### src/rtl/i2s_rx.sv
// I2S receiver: synchronizes bclk/adclrck/adcdat into clk_50, captures MSB-first channel words
// after the one-bit I2S delay slot, and presents left/right pairs on a valid/ready output.
module i2s_rx #(
   parameter int unsigned DATA_W = 24
) (
   input  logic              clk_50,
   input  logic              reset,
   input  logic              configured,
   input  logic              bclk,
   input  logic              adclrck,
   input  logic              adcdat,
   output logic [DATA_W-1:0] left_data,
   output logic [DATA_W-1:0] right_data,
   output logic              out_valid,
   input  logic              out_ready,
   output logic              overrun,
   output logic              frame_err
);

   localparam int unsigned CntW = $clog2(DATA_W + 1);

   typedef enum logic [1:0] {
      StIdle,
      StSkip,
      StShift,
      StHold
   } state_t;

   state_t            state;
   logic              bclk_meta, bclk_sync, bclk_prev;
   logic              lr_meta, lr_sync, lr_last;
   logic              dat_meta, dat_sync;
   logic              channel;
   logic              left_ok;
   logic [DATA_W-1:0] shreg;
   logic [DATA_W-1:0] left_hold;
   logic [CntW-1:0]   bit_cnt;

   logic              brise;
   logic              lr_edge;
   logic              capturing;
   logic [DATA_W-1:0] shift_word;
   logic [CntW-1:0]   shift_cnt;
   logic              word_done;
   logic              frame_load;

   assign brise   = bclk_sync & ~bclk_prev;
   assign lr_edge = brise & (lr_sync != lr_last);

   // The first captured bit (in SKIP) starts a fresh word; later bits shift into the LSB end.
   always_comb begin
      capturing  = (state == StSkip) || (state == StShift);
      shift_word = (state == StSkip) ? DATA_W'(dat_sync) : ((shreg << 1) | DATA_W'(dat_sync));
      shift_cnt  = (state == StSkip) ? CntW'(1) : (bit_cnt + CntW'(1));
      word_done  = configured && brise && !lr_edge && capturing &&
                   (shift_cnt == CntW'(DATA_W));
      frame_load = word_done && channel && left_ok;
   end

   always_ff @(posedge clk_50) begin
      if (reset) begin
         bclk_meta  <= 1'b0;
         bclk_sync  <= 1'b0;
         bclk_prev  <= 1'b0;
         lr_meta    <= 1'b0;
         lr_sync    <= 1'b0;
         lr_last    <= 1'b0;
         dat_meta   <= 1'b0;
         dat_sync   <= 1'b0;
         state      <= StIdle;
         channel    <= 1'b0;
         left_ok    <= 1'b0;
         shreg      <= '0;
         left_hold  <= '0;
         bit_cnt    <= '0;
         left_data  <= '0;
         right_data <= '0;
         out_valid  <= 1'b0;
         overrun    <= 1'b0;
         frame_err  <= 1'b0;
      end else begin
         bclk_meta <= bclk;
         bclk_sync <= bclk_meta;
         bclk_prev <= bclk_sync;
         lr_meta   <= adclrck;
         lr_sync   <= lr_meta;
         dat_meta  <= adcdat;
         dat_sync  <= dat_meta;

         // Word-clock history advances on every bit event, even while unconfigured.
         if (brise) begin
            lr_last <= lr_sync;
         end

         if (!configured) begin
            state   <= StIdle;
            left_ok <= 1'b0;
         end else if (brise) begin
            if (lr_edge) begin
               if (state == StShift) begin
                  frame_err <= 1'b1;
               end
               state   <= StSkip;
               channel <= lr_sync;
            end else begin
               case (state)
                  StSkip, StShift: begin
                     shreg   <= shift_word;
                     bit_cnt <= shift_cnt;
                     if (shift_cnt == CntW'(DATA_W)) begin
                        state <= StHold;
                        if (!channel) begin
                           left_hold <= shift_word;
                           left_ok   <= 1'b1;
                        end else begin
                           left_ok <= 1'b0;
                        end
                     end else begin
                        state <= StShift;
                     end
                  end
                  default: begin
                  end
               endcase
            end
         end

         if (frame_load) begin
            left_data  <= left_hold;
            right_data <= shift_word;
            out_valid  <= 1'b1;
            if (out_valid && !out_ready) begin
               overrun <= 1'b1;
            end
         end else if (out_ready) begin
            out_valid <= 1'b0;
         end
      end
   end

endmodule

### config.mk
export PLATFORM = sky130hd
export DESIGN_NAME = i2s_rx
export DESIGN_NICKNAME = d
export VERILOG_FILES = /design/src/rtl/i2s_rx.sv
export SDC_FILE = /design/constraint.sdc
export NUM_CORES = 1
export LEC_CHECK = 0
export ABC_AREA = 1
export BUFFER_PORTS_ARGS = -buffer_cell sky130_fd_sc_hd__buf_4
export CAP_MARGIN = 20
export CORE_MARGIN = 5
export CORE_UTILIZATION = 50
export DETAILED_ROUTE_END_ITERATION = 8
export MAX_ROUTING_LAYER = met4
export PLACE_DENSITY_LB_ADDON = 0.05
export REMOVE_ABC_BUFFERS = 1
export SYNTH_ARGS = -nofsm -noshare
export SYNTH_HDL_FRONTEND = slang
export SYNTH_SLANG_ARGS = --single-unit
### constraint.sdc
create_clock -name clk_50 -period 4 [get_ports clk_50]
set_clock_uncertainty 0.15 [all_clocks]
set_input_delay 0.2 -clock clk_50 [delete_from_list [all_inputs] [get_ports clk_50]]
set_output_delay 0.2 -clock clk_50 [all_outputs]
set_load 0.02 [all_outputs]
==> qor.log <==
[place] worst slack at placement 709.3 ps
[floorplan] Die Outline Area 11820 um2
[floorplan] die boundary height 108.7 um
[clock_network] Num Clock Sinks 115
[power_and_ir_drop] share of total power in sequential cells 45.9%
[layout] most common library cell in the layout ignoring fill and taps nor2_1
[layout] nets@finish 784
[place] half-perimeter wire length after placement 5955 um
[global_route] vias in the first global route 3966
[worst_setup_path] largest fanout of any net on the critical path 44
[detailed_routing] number of DRC violations after detailed routing 0
[power_and_ir_drop] internal cell power 2.001 mW
[detailed_routing] number of vias per cell after detailed routing 4.485
[power_and_ir_drop] Clk network pwr share 52.2%
[sta] transition time at the pin with the least slew margin 949.3 ps
[logic_synthesis] sequential fraction of the synthesis area 47.24%
[sta] final hold slack 253.2 ps
[layout] Area growth, synth to finish 21.57%
[clock_network] buffer depth of the longest clock path 2
[layout] area of the multi-input gates 1849 um2
[logic_synthesis] mean instance size in the synthesized netlist 6.769 um2
[floorplan] placeable core area 9639 um2
[detailed_routing] First-pass DRT Iterations 5
[detailed_routing] total via count in the routed design 4122
[floorplan] number of top-level pins 58
[detailed_routing] initial DRC count 163
[power_and_ir_drop] net switching share of the total power 20.32%
[clock_network] Clock H-tree levels 4
[layout] top library cells by usage in the layout, fill and taps aside nor2_1 (168), nand2_1 (165), inv_1 (137)
[layout] fillcell total 937
[status] status complete, no violations
[logic_synthesis] top post-synthesis cells by area dfxtp_1 (47%), nor2_1 (13%), nand2_1 (13%)
[detailed_routing] post-route ant nets 0
[power_and_ir_drop] Peak VDD IR 0.2556 mV
[clock_network] buffer type at the clock tree root clkbuf_8
[layout] total area of sequential cells 2302 um2
[clock_network] insertion delay of the later-clocked pin in the worst-skew pair 500 ps
[logic_synthesis] post-synth top area share 47.24%
[sta] final setup TNS 0 ps
[clock_network] clk slew on worst S/H paths 50 ps
[detailed_routing] wire length per cell after detailed routing 10.82 um
[sta] f_max 298.6 MHz
[min_path] Worst Hold Class flop to flop
[sta] worst-case setup margin in the final layout 651.5 ps
[worst_setup_path] CP Data Arrival Time 3650 ps
[power_and_ir_drop] power share of the combinational group 1.9%
[power_and_ir_drop] power density over the cells 423.8 nW/um2
[logic_synthesis] dominant cell type by area after synthesis dfxtp_1
[worst_setup_path] classification of the worst setup path flop to flop
[logic_synthesis] gate count after technology mapping 720
[sta] setup repair after global routing missed its margin no
[sta] fin. max-slew vios 0
[power_and_ir_drop] Total Power Consumption 2.511 mW
[global_route] residual overflow from global routing 0
[worst_setup_path] nature of the critical path endpoint flop
[clock_network] post-cts repair resize count 0
[layout] ratio of cells with drive above 1 in the final layout 12.72%
[sta] post-route clock period utilization 83.71%
[clock_network] clock buffer count from CTS 17
[power_and_ir_drop] leakage power 3.112 nW
[place] input/output buffers 57
[power_and_ir_drop] Net Sw Power 0.5101 mW
[clock_network] TritonCTS clock tree built
[floorplan] Core Rows 36
[floorplan] width of the chip 108.7 um
[sta] count of endpoints failing setup in the final report 0
[sta] final critical delay including setup and external delays 3348 ps
[global_route] number of antenna violations at the first check in global routing 0
[layout] share of the core filled with cells 61.46%
[worst_setup_path] launching element type of the critical path flop
[logic_synthesis] number of synthesized register bits 115
[job] MaxCap Viol Count 0
[logic_synthesis] Cell Area, Synth 4873 um2
[layout] diodes inserted 0
[worst_setup_path] Crit path required time 4300 ps
[logic_synthesis] number of distinct library cells after synthesis 25
[logic_synthesis] yosys synthesis warning count 0
[sta] number of failing hold endpoints at the final stage 0
[global_route] largest net degree at the start of global routing 89
[global_route] GRT Resource Usage Total 18.38%
[clock_network] postcts setup bufs 0
[sta] Worst slew margin 36.64%
[global_route] first-pass GRT wire length 17020 um
[detailed_routing] final wirelength 9948 um
[floorplan] Starting Density 50.56%
[place] global placer's final weighted congestion 0.8129
critical path, cell delays in order, from the launching register on:
cell and delay, ps:
dfxtp_1 330, inv_1 60, ha_1 470, inv_1 300, nand3_1 180, nor2_4 450, nand3_4 540, a21oi_2 260
dlygate4sd3_1 550
per-stage QoR:
| step | instances | area, um2 |
|---|---|---|
| after global routing | 919 | 5924 |
| after CTS | 918 | 5914 |
| after detailed placement | 877 | 5291 |
| final | 919 | 5924 |
| after global placement | 877 | 5291 |
| after floorplan | 684 | 4674 |
what timing repair did:
action,in CTS,in global routing
endpoints found under the setup margin,0,1
hold buffers,10,0
endpoints found under the hold margin,22,0
cells in the mapped netlist (all sizes together):
cell type  count
a211oi         3
a21oi         32
a31oi          1
buf           18
clkbuf        18
clkinv         1
dfxtp        115
ha             3
inv          141
nand2        165
nand3          9
nand4         18
nor2         171
nor3           1
o21ai         23
xnor2          1
power by group through the flow:
stage	logic (mW)	registers (mW)	clock network, mW
2_1_floorplan	0.0235	1.18	0
3_5_place_dp	0.0407	1.18	0
3_3_place_gp	0.0399	1.18	0
5_1_grt	0.0541	1.15	1.39
6_report	0.0471	1.15	1.31
4_1_cts	0.0478	1.15	1.34
cell families (layout without fill, tap and decap cells):
family | Yosys count | in the layout | synth area share [%]
AOI/OAI and AO/OA | 59 | 59 | 6.316
xor gates and xnor gates | 1 | 1 | 0.1798
adders and majority gates | 3 | 3 | 0.7703
buffers and inverters | 178 | 243 | 15.02
DFF | 115 | 115 | 47.24
and+or+nand+nor | 364 | 365 | 30.47
cell type report:
| class | instances | area share, % |
|---|---|---|
| Timing Repair Buffer | 70 | 9.293 |
| Tap cell | 133 | 2.809 |
| Clock inverter | 5 | 0.4224 |
| Inverter | 142 | 8.997 |
| Sequential cell | 115 | 38.86 |
| Clock buffer | 26 | 8.406 |
| Multi-Input combinational cell | 428 | 31.21 |
path summary, 6_finish.rpt:
path         startpoint         to  slack, ps  depth (start not counted)
max            state[1]  out_valid        650                          8
min             lr_meta    lr_sync        250                          2
max reg2reg    state[1]  out_valid        650                          8
min reg2reg     lr_meta    lr_sync        250                          2
per-layer routing:
metal	track usage, %	routed length (um)	up-vias
met3	4.026	359	17
met2	31.07	4898	60
li1	-	-	2230
met4	8.296	161	0
met1	20.86	4527	1815
met5	-	0	-
flip-flops by register name (all words and copies together) (netlist names):
| name | cells |
|---|---|
| bclk_meta | 1 |
| bclk_prev | 1 |
| bclk_sync | 1 |
| bit_cnt | 5 |
| channel | 1 |
| dat_meta | 1 |
| dat_sync | 1 |
| frame_err | 1 |
| left_data | 24 |
| left_hold | 24 |
| left_ok | 1 |
| lr_last | 1 |
| lr_meta | 1 |
| lr_sync | 1 |
| out_valid | 1 |
| overrun | 1 |
| right_data | 24 |
| shreg | 23 |
| state | 2 |
Power figures use the tool's default switching activity.
